--- src/rtl/seg7_pkg.sv ---
// Shared definitions for the 7-segment scan encoder.
// Holds the controller state type, the active-low segment code table
// (bit 6 = g .. bit 0 = a), the blank pattern and the special result codes.
// The blank pattern is only decoded when SEG7_ENC_BLANK_EN is defined
// (see seg7_pattern_lookup).
package seg7_pkg;

  typedef enum logic [1:0] {
    StIdle,
    StQualify,
    StHold,
    StWaitChange
  } seg7_state_e;

  localparam logic [6:0] SegCode0 = 7'b1000000;
  localparam logic [6:0] SegCode1 = 7'b1111001;
  localparam logic [6:0] SegCode2 = 7'b0100100;
  localparam logic [6:0] SegCode3 = 7'b0110000;
  localparam logic [6:0] SegCode4 = 7'b0011001;
  localparam logic [6:0] SegCode5 = 7'b0010010;
  localparam logic [6:0] SegCode6 = 7'b0000010;
  localparam logic [6:0] SegCode7 = 7'b1011000;
  localparam logic [6:0] SegCode8 = 7'b0000000;
  localparam logic [6:0] SegCode9 = 7'b0010000;
  localparam logic [6:0] SegBlank = 7'b1111111;

  localparam logic [3:0] BcdBlank = 4'hF;
  localparam logic [3:0] BcdErr   = 4'hE;

endpackage

--- src/rtl/seg7_pattern_lookup.sv ---
// Combinational segment-pattern to digit decoder.
// Ports:
//   pattern - active-low 7-segment pattern (bit 6 = g .. bit 0 = a)
//   value   - decoded digit 0..9, BcdBlank for an all-off pattern when
//             SEG7_ENC_BLANK_EN is defined, BcdErr otherwise
//   err     - pattern is not in the code table
// Macro SEG7_ENC_BLANK_EN: decode the all-segments-off pattern as a blank.
module seg7_pattern_lookup
  import seg7_pkg::*;
(
  input  logic [6:0] pattern,
  output logic [3:0] value,
  output logic       err
);

  always_comb begin
    value = BcdErr;
    err   = 1'b1;
    case (pattern)
      SegCode0: begin value = 4'd0; err = 1'b0; end
      SegCode1: begin value = 4'd1; err = 1'b0; end
      SegCode2: begin value = 4'd2; err = 1'b0; end
      SegCode3: begin value = 4'd3; err = 1'b0; end
      SegCode4: begin value = 4'd4; err = 1'b0; end
      SegCode5: begin value = 4'd5; err = 1'b0; end
      SegCode6: begin value = 4'd6; err = 1'b0; end
      SegCode7: begin value = 4'd7; err = 1'b0; end
      SegCode8: begin value = 4'd8; err = 1'b0; end
      SegCode9: begin value = 4'd9; err = 1'b0; end
`ifdef SEG7_ENC_BLANK_EN
      SegBlank: begin value = BcdBlank; err = 1'b0; end
`endif
      default: ;
    endcase
  end

endmodule

--- src/rtl/seg7_scan_encoder.sv ---
// Recovers digit values from a multiplexed, active-low 7-segment display bus.
// A pattern/strobe pair must be seen unchanged for STABLE_CYCLES consecutive
// clocks before it is decoded and offered on a valid/ready handshake. After a
// transfer the same sample is ignored until the bus changes.
// Ports:
//   clk, rst             - clock (rising edge), asynchronous active-high reset
//   seg_in [6:0]         - active-low segment pattern, bit 6 = g .. bit 0 = a
//   dig_sel [N-1:0]      - one-hot digit strobe
//   out_valid/out_ready  - result handshake
//   out_bcd, out_digit   - decoded value and index of the active strobe
//   out_err              - qualified pattern not in the code table
//   overrun              - sticky: strobe moved while a result was held
// Macro SEG7_ENC_BLANK_EN: all-off pattern decodes as blank (4'hF, no error).
module seg7_scan_encoder
  import seg7_pkg::*;
#(
  parameter int unsigned NUM_DIGITS    = 3,
  parameter int unsigned STABLE_CYCLES = 4,
  localparam int unsigned DigW = (NUM_DIGITS > 1) ? $clog2(NUM_DIGITS) : 1
) (
  input  logic                  clk,
  input  logic                  rst,
  input  logic [6:0]            seg_in,
  input  logic [NUM_DIGITS-1:0] dig_sel,
  output logic                  out_valid,
  input  logic                  out_ready,
  output logic [3:0]            out_bcd,
  output logic [DigW-1:0]       out_digit,
  output logic                  out_err,
  output logic                  overrun
);

  localparam logic [7:0] StableCnt = 8'(STABLE_CYCLES);

  seg7_state_e           state_q, state_d;
  logic [7:0]            count_q, count_d;
  logic [6:0]            pat_q, pat_d;
  logic [NUM_DIGITS-1:0] sel_q, sel_d;
  logic                  overrun_q, overrun_d;
  logic [3:0]            res_bcd_q, res_bcd_d;
  logic [DigW-1:0]       res_digit_q, res_digit_d;
  logic                  res_err_q, res_err_d;

  logic            sel_onehot;
  logic [DigW-1:0] sel_idx;
  logic            same;
  logic            start;
  logic            sampled;
  logic [3:0]      lk_value;
  logic            lk_err;

  // Decode the live sample; it is only captured on the cycle the result
  // qualifies, when seg_in equals the latched pattern anyway.
  seg7_pattern_lookup u_lookup (
    .pattern (seg_in),
    .value   (lk_value),
    .err     (lk_err)
  );

  always_comb begin
    sel_onehot = $onehot(dig_sel);
    same       = (seg_in == pat_q) && (dig_sel == sel_q);
    sel_idx    = '0;
    for (int unsigned i = 0; i < NUM_DIGITS; i++) begin
      if (dig_sel[i]) sel_idx = DigW'(i);
    end
  end

  // State register
  always_ff @(posedge clk or posedge rst) begin
    if (rst) begin
      state_q     <= StIdle;
      count_q     <= '0;
      pat_q       <= '0;
      sel_q       <= '0;
      overrun_q   <= 1'b0;
      res_bcd_q   <= '0;
      res_digit_q <= '0;
      res_err_q   <= 1'b0;
    end else begin
      state_q     <= state_d;
      count_q     <= count_d;
      pat_q       <= pat_d;
      sel_q       <= sel_d;
      overrun_q   <= overrun_d;
      res_bcd_q   <= res_bcd_d;
      res_digit_q <= res_digit_d;
      res_err_q   <= res_err_d;
    end
  end

  // Next-state logic
  always_comb begin
    state_d     = state_q;
    count_d     = count_q;
    pat_d       = pat_q;
    sel_d       = sel_q;
    overrun_d   = overrun_q;
    res_bcd_d   = res_bcd_q;
    res_digit_d = res_digit_q;
    res_err_d   = res_err_q;
    start       = 1'b0;
    sampled     = 1'b0;

    unique case (state_q)
      StIdle: begin
        start = sel_onehot;
      end
      StQualify: begin
        if (!sel_onehot) begin
          state_d = StIdle;
        end else if (same) begin
          count_d = (count_q >= StableCnt) ? StableCnt : count_q + 8'd1;
          sampled = 1'b1;
        end else begin
          start = 1'b1;
        end
      end
      StHold: begin
        // A transfer in the same cycle as a strobe move is not an overrun.
        if (out_ready) begin
          state_d = StWaitChange;
        end else if (dig_sel != sel_q) begin
          overrun_d = 1'b1;
        end
      end
      StWaitChange: begin
        if (!same) begin
          if (sel_onehot) start = 1'b1;
          else            state_d = StIdle;
        end
      end
      default: state_d = StIdle;
    endcase

    if (start) begin
      pat_d   = seg_in;
      sel_d   = dig_sel;
      count_d = 8'd1;
      state_d = StQualify;
      sampled = 1'b1;
    end

    if (sampled && (count_d >= StableCnt)) begin
      state_d     = StHold;
      res_bcd_d   = lk_value;
      res_err_d   = lk_err;
      res_digit_d = sel_idx;
    end
  end

  // Outputs
  always_comb begin
    out_valid = (state_q == StHold);
    out_bcd   = res_bcd_q;
    out_digit = res_digit_q;
    out_err   = res_err_q;
    overrun   = overrun_q;
  end

endmodule

--- config.mk ---
export PLATFORM = sky130hd
export DESIGN_NAME = seg7_scan_encoder
export DESIGN_NICKNAME = d
export VERILOG_FILES = /design/src/rtl/seg7_pkg.sv /design/src/rtl/seg7_pattern_lookup.sv /design/src/rtl/seg7_scan_encoder.sv
export SDC_FILE = /design/constraint.sdc
export NUM_CORES = 1
export LEC_CHECK = 0
export ABC_AREA = 1
export ABC_CLOCK_PERIOD_IN_PS = 3800
export CORE_ASPECT_RATIO = 0.6
export CORE_MARGIN = 5
export CORE_UTILIZATION = 35
export CTS_CLUSTER_DIAMETER = 200
export DETAILED_ROUTE_END_ITERATION = 12
export GPL_ROUTABILITY_DRIVEN = 0
export SLEW_MARGIN = 10
export SYNTH_ARGS = -nofsm -noshare
export SYNTH_HDL_FRONTEND = slang
export SYNTH_SLANG_ARGS = --single-unit
--- constraint.sdc ---
create_clock -name clk -period 3.8 [get_ports clk]
set_clock_uncertainty 0.15 [all_clocks]
set_input_delay 0.76 -clock clk [delete_from_list [all_inputs] [get_ports clk]]
set_output_delay 0.76 -clock clk [all_outputs]
set_load 0.02 [all_outputs]
Word-level counts from Yosys, hierarchy flattened
Cells that the tools add are included.

Output and inout bits: 9. RAM bits: 0. Bits in registers: 28. Memory bits (read-only): 0. Memories kept: 0. Logic and storage cells: 64. Bits in latches: 0.

Order comparisons: 2. Add/subtract/negate cells: 3. Multiplexer cells: 24. Shift operators: 0. Multipliers: 0. Reduce and logical (&&, ||, !) cells: 8. Eq/ne operators: 18. Divide/modulo/power cells: 0. Bitwise operators: 1.

Operators by type and width (number): $mux 8 (5); $pmux 4 s10 (1); $eq 7x5->1 const B (3); $eq 7x7->1 const B (3); $ge 8x3->1 const B (2); $eq 7x6->1 const B (2); $mux 2 (6); $mux 1 (10); $reduce_or 10->1 (1); $add 8x1->8 const B (1); $eq 7x2->1 const B (1); $eq 7x7->1 (1); $logic_not 7->1 (1); $pmux 2 s3 (1); $reduce_and 3->1 (2); $reduce_bool 5->1 (1); $eq 2x1->1 const B (2); $eq 2x2->1 const B (2); $ne 4x1->1 const B (1); $ne 4x4->1 const B (1); $eq 3x3->1 (1); $ne 3x3->1 (1); $pmux 1 s3 (1); $add 1x1->2 (1); 4 further kinds (5).

Logic depth before layout (Yosys ltp)
Depth in word-level cells: 11. Gate-level depth with buffers: 15. Mapped depth without buffers: 15.

By module
A second synthesis with hierarchy kept.

Cell total of the unflattened synthesis: 261. Area total of the unflattened synthesis: 1800.5 sq um.

By module, submodules not included: seg7_scan_encoder (area each 1576.5 sq um, times used 1, cells each 209); seg7_pattern_lookup (area each 224.0 sq um, times used 1, cells each 52).

Worst setup path after synthesis
No wires, ideal clock.

Path type: input to register. From: in dig_sel[0]. To: reg state_q[1]. Setup time: 0.123 ns. Path slack: 1.072 ns. Stages: 11. Arrival: 2.455 ns. Required time: 3.527 ns. Path through: fa_1 > inv_1 > or2_1 > nor2_1 > nand4_1 > nor2_1 > nor2_2 > nor2_4 > nand3_4 > nand2_4 > o21ai_1.

Longest elaborated chain between the ends: 11. Elaborated cells on any way between the ends: 29. Those cells by class: add/sub (2); order compare (1); eq/ne (4); mux (18); reduce/logical (4).

Ends and longest elaborated chain: start, declared (line seg7_scan_encoder.sv:24) `input logic [NUM_DIGITS-1:0] dig_sel,`; $add 1x1->2 (not written as such) (line seg7_scan_encoder.sv:61) `sel_onehot = $onehot(dig_sel);`; $add 2x1->2 (not written as such) (line seg7_scan_encoder.sv:61); $eq 2x1->1 (line seg7_scan_encoder.sv:61); $mux 1 (line seg7_scan_encoder.sv:129) `if (sel_onehot) start = 1'b1;`; $mux 1 (line seg7_scan_encoder.sv:128) `if (!same) begin`; $pmux 1 s3 (line seg7_scan_encoder.sv:105) `unique case (state_q)`; $mux 8 * (line seg7_scan_encoder.sv:136) `if (start) begin`; net count_d[2] (line seg7_scan_encoder.sv:36) `logic [7:0] count_q, count_d;`; $ge 8x3->1 * (line seg7_scan_encoder.sv:144) `if (sampled && (count_d >= StableCnt)) begin`; $logic_and 1x1->1 * (line seg7_scan_encoder.sv:144); $ne 4x4->1 (no source line), or another cell as far along; $reduce_and 3->1 (no source line); end signal, assigned (line seg7_scan_encoder.sv:72) `state_q <= StIdle;`; end signal, assigned (line seg7_scan_encoder.sv:81) `state_q <= state_d;`; end, declared (line seg7_scan_encoder.sv:35) `seg7_state_e state_q, state_d;`.

The timed path passes the listed nets; every way through them passes the cells marked *. The select of a mux whose other input is x is not followed. A chain may end at the register's enable or synchronous reset.

Worst setup path in the final report
From: in dig_sel[2]. To: reg res_bcd_q[2], in the netlist out_bcd[2].

Longest elaborated chain between the ends: 8. Elaborated cells on any way between the ends: 19. Those cells by class: add/sub (1); order compare (1); eq/ne (2); mux (13); reduce/logical (2).

Ends and longest elaborated chain: $add 2x1->2 (not written as such) or $eq 3x3->1 (tied branches) (line seg7_scan_encoder.sv:61, seg7_scan_encoder.sv:62); $eq 2x1->1 or $logic_and 1x1->1 (tied branches) (line seg7_scan_encoder.sv:61, seg7_scan_encoder.sv:62); $mux 1, or another cell as far along (line seg7_scan_encoder.sv:129); $mux 1, or another cell as far along (line seg7_scan_encoder.sv:128); $pmux 1 s3 or $mux 8 (tied branches) (line seg7_scan_encoder.sv:105); $mux 8 * (line seg7_scan_encoder.sv:136); net count_d[2] (line seg7_scan_encoder.sv:36); $ge 8x3->1 * (line seg7_scan_encoder.sv:144); $logic_and 1x1->1 * (line seg7_scan_encoder.sv:144); end signal, assigned (line seg7_scan_encoder.sv:86) `res_bcd_q <= res_bcd_d;`; end, declared (line seg7_scan_encoder.sv:40) `logic [3:0] res_bcd_q, res_bcd_d;`.

The timed path passes the listed nets; every way through them passes the cells marked *.

==> summary by stage <==
Outcome
The run finished with clean final reports.

Clocking
The tree is rooted in a clkbuf_8. The number of levels the H-tree was split into is 1. The clock-pin slew on the worst setup and hold paths is 0.10 ns. The number of gates resized after CTS is 0. TritonCTS built the clock tree. The clock latency of the later-clocked register in the worst-skew pair is 0.28 ns.

The number of buffers created by CTS is 3. Post-CTS timing repair inserted 0 buffers for setup. In this run the deepest clock path goes through 2 buffers.

For this design, the sink count on the clock tree is 28. After clock tree synthesis, the flow added hold-fix buffers numbering 0.

Drt
The final routed wirelength across all metal layers is 3462 um. In the routed design, unresolved DRC markers number 0. For this run, the detailed router's first-pass iteration total came to 4. Using the TritonRoute via totals, the vias-per-cell ratio works out to 4.607. After detailed routing, the average wire length per cell comes to 11.62 um. The post-route antenna net violation count is 0. The number of DRC markers in iteration 0 is 37. The detailed router placed 1373 vias in this run.

Critical path
The setup path with the least slack is of type primary input to flip-flop. For the worst setup path, the data required time is 3.82 ns. At the worst endpoint, the arrival time is 3.18 ns. The worst register-to-register path has a setup slack of 1.69 ns.

Among cell families on the critical path, the largest total delay comes from simple AND/OR/NAND/NOR gates. The worst setup path is captured at a flip-flop. The signal on the critical path passes through clkdlybuf4s50_1 -> fa_1 -> inv_1 -> or2_1 -> nor2_1 -> nand3_1 -> nand2_1 -> nand2_1 -> nor2_2 -> nor2_4 -> nand3_4 -> nand2_4 -> nand2_1 -> nand2_1. In this design, the stage delay of the slowest critical-path cell is 0.52 ns.

The most prevalent standard cell on the critical path is nand2_1. Of all nets on the critical path, the largest fanout is 9. Among all stages on the critical path, the largest delay is contributed by clkdlybuf4s50_1. The number of buffer and inverter instances along the worst setup path is 2. The sort of element at the start of the critical path is a primary input.

Timing
Setup violations remaining at the end of the flow were counted as 0. The count of final max-slew check failures is 0. The worst slew margin relative to its limit is 0.7239.

At the pin with the least slew margin, the transition time is 0.4077 ns. Timing would allow up to 316.5 MHz. The clock period minus worst slack is 3.159 ns.

Setup repair after global routing left no endpoint under its margin. The final count of hold timing violations is 0. Setup total negative slack on the finished layout was measured at 0 ns. Dividing the final minimum period by the clock period gives 0.8314.

Worst hold path
The worst min-delay path class is flip-flop to flip-flop.

Place
The final HPWL from detailed placement is 2741 um. Input and output buffers added on the ports amount to 21.

Global route
The number of antenna violations at the first check in global routing was 0. Global routing finished with a remaining overflow of 0. The first global-routing pass estimated 6306 um of wire.

In the global route stage, overall resource usage came out at 0.1232. Entering global routing, the biggest net connects 29 pins. The number of global-route vias before repair is 1370.

Synth
The synthesized area per cell is 7.697 sq um. The post-synthesis register bit count is 28. The count of warnings emitted by yosys is 0. Counting every net in the synthesized netlist gives 227. In the synthesized netlist, the number of instances is 211.

The synthesized netlist contains 31 unique library cells. The mapped netlist covers 1624 sq um. The sequential area share after synthesis is 0.4314.

Final layout
The final layout contains 252 nets. The final core area utilization is 0.4343. Fill cells in the final layout number 466.

0 antenna diodes ended up in the layout. In the final layout, the share of cells above drive strength 1 is 0.08511. Relative to the synthesized area, the layout overhead comes to 21.42%.

Floorplanning
The boundary pin count is 22. The die is 62.77 um tall. The starting density of the core is 0.3577. The die extent in x is 97.94 um. The number of rows in the core area is 19. After floorplanning, the core was sized to cover 4541 sq um. The die covers 6147 sq um.

Power
The ratio of total power to cell area is 467.4 nW/um^2. The power consumption is 0.9217 mW. VDD sags by at most 0.2453 mV. The reported leakage power is 0.9860 nW.

Flow run
The number of max-capacitance violations reported is 0.
==> stage by stage <==
stage	instance area [sq um]	instances	worst slack [ns]	hold slack (ns)
6_report	1972	298	0.6408	0.3147
5_1_grt	1972	298	0.4060	0.3413
4_1_cts	1972	298	0.6362	0.3210
3_5_place_dp	1917	294	0.3249	0.2980
3_3_place_gp	1917	294	0.4116	0.2881
2_1_floorplan	1624	211	1.072	0.3232
==> cell usage after synthesis, drive strengths merged <==
master / count / area, sq um
nor4b: 1 / 8.760
o21ai: 11 / 55.05
a41oi: 1 / 8.760
xnor2: 6 / 52.55
nand4: 8 / 50.05
o211ai: 1 / 7.510
nor3: 7 / 35.03
o22ai: 1 / 6.260
o2111ai: 1 / 8.760
inv: 34 / 127.6
fa: 1 / 20.02
a21boi: 1 / 7.510
clkbuf: 1 / 3.750
dfrtp: 28 / 700.7
nor2: 25 / 116.4
mux2: 2 / 22.52
buf: 3 / 15.01
o311ai: 1 / 8.760
ha: 2 / 25.02
nand2: 58 / 232.7
or2: 1 / 6.260
nand3: 13 / 82.58
a21oi: 3 / 15.01
a21o: 1 / 7.510
==> placed cells by master (no fill, tap or decap), types with 4 or more instances in the layout <==
cell type / Yosys / layout
xnor2_1: 6 / 6
o21ai_0: 10 / 10
nor3_1: 7 / 7
clkbuf_8: 0 / 4
nand4_1: 8 / 8
clkdlybuf4s50_1: 0 / 21
nand2_1: 56 / 56
nand3_1: 11 / 11
dfrtp_1: 28 / 28
nor2_1: 20 / 20
inv_1: 32 / 32
==> cells by family after synthesis <==
family	Yosys count	synth area share
buf+inv	38	0.09014
xor+xnor	6	0.03236
mux	2	0.01387
fa+ha+maj	3	0.02773
compound gates	21	0.07705
flops	28	0.4314
simple gates	113	0.3274
==> path summary, 6_finish.rpt <==
kind,from,to,cells past startpoint
hold reg to reg,overrun,overrun,1
min in group asynchronous,rst,count_q[5],3
setup reg to reg,sel_q[0],out_bcd[2],14
max in group asynchronous,rst,count_q[3],3
setup / recovery,dig_sel[2],out_bcd[2],14
hold / removal,overrun,overrun,1
==> layer usage <==
metal / track usage / up-vias / part of all wire
met2: 0.1797 / 25 / 0.40
met4: 0.02245 / 0 / 0.0092
met5: 0 / - / 0
li1: - / 722 / -
met1: 0.1791 / 622 / 0.54
met3: 0.03902 / 4 / 0.048
==> flip-flops by register name, summed over array words and instances (netlist names) <==
signal / count
count_q: 8
out_bcd: 4
out_digit: 2
out_err: 1
overrun: 1
pat_q: 7
sel_q: 3
state_q: 2
==> power by group <==
group | leakage, nW | total [mW] | internal [mW] | switching [mW]
Clock | 0.0288 | 0.187 | 0.0929 | 0.0943
Sequential | 0.351 | 0.418 | 0.370 | 0.0485
Combinational | 0.606 | 0.316 | 0.143 | 0.173
Total | 0.986 | 0.922 | 0.606 | 0.316
==> final cells by class <==
type | count | area (sq um) | area share
multi-input combinational | 145 | 777.0 | 0.3940
sequential | 28 | 700.7 | 0.3553
timing repair buffer | 24 | 232.7 | 0.1180
inverter | 34 | 127.6 | 0.06472
tap | 63 | 78.83 | 0.03997
clock buffer | 4 | 55.05 | 0.02792
Power figures use the tool's default switching activity.
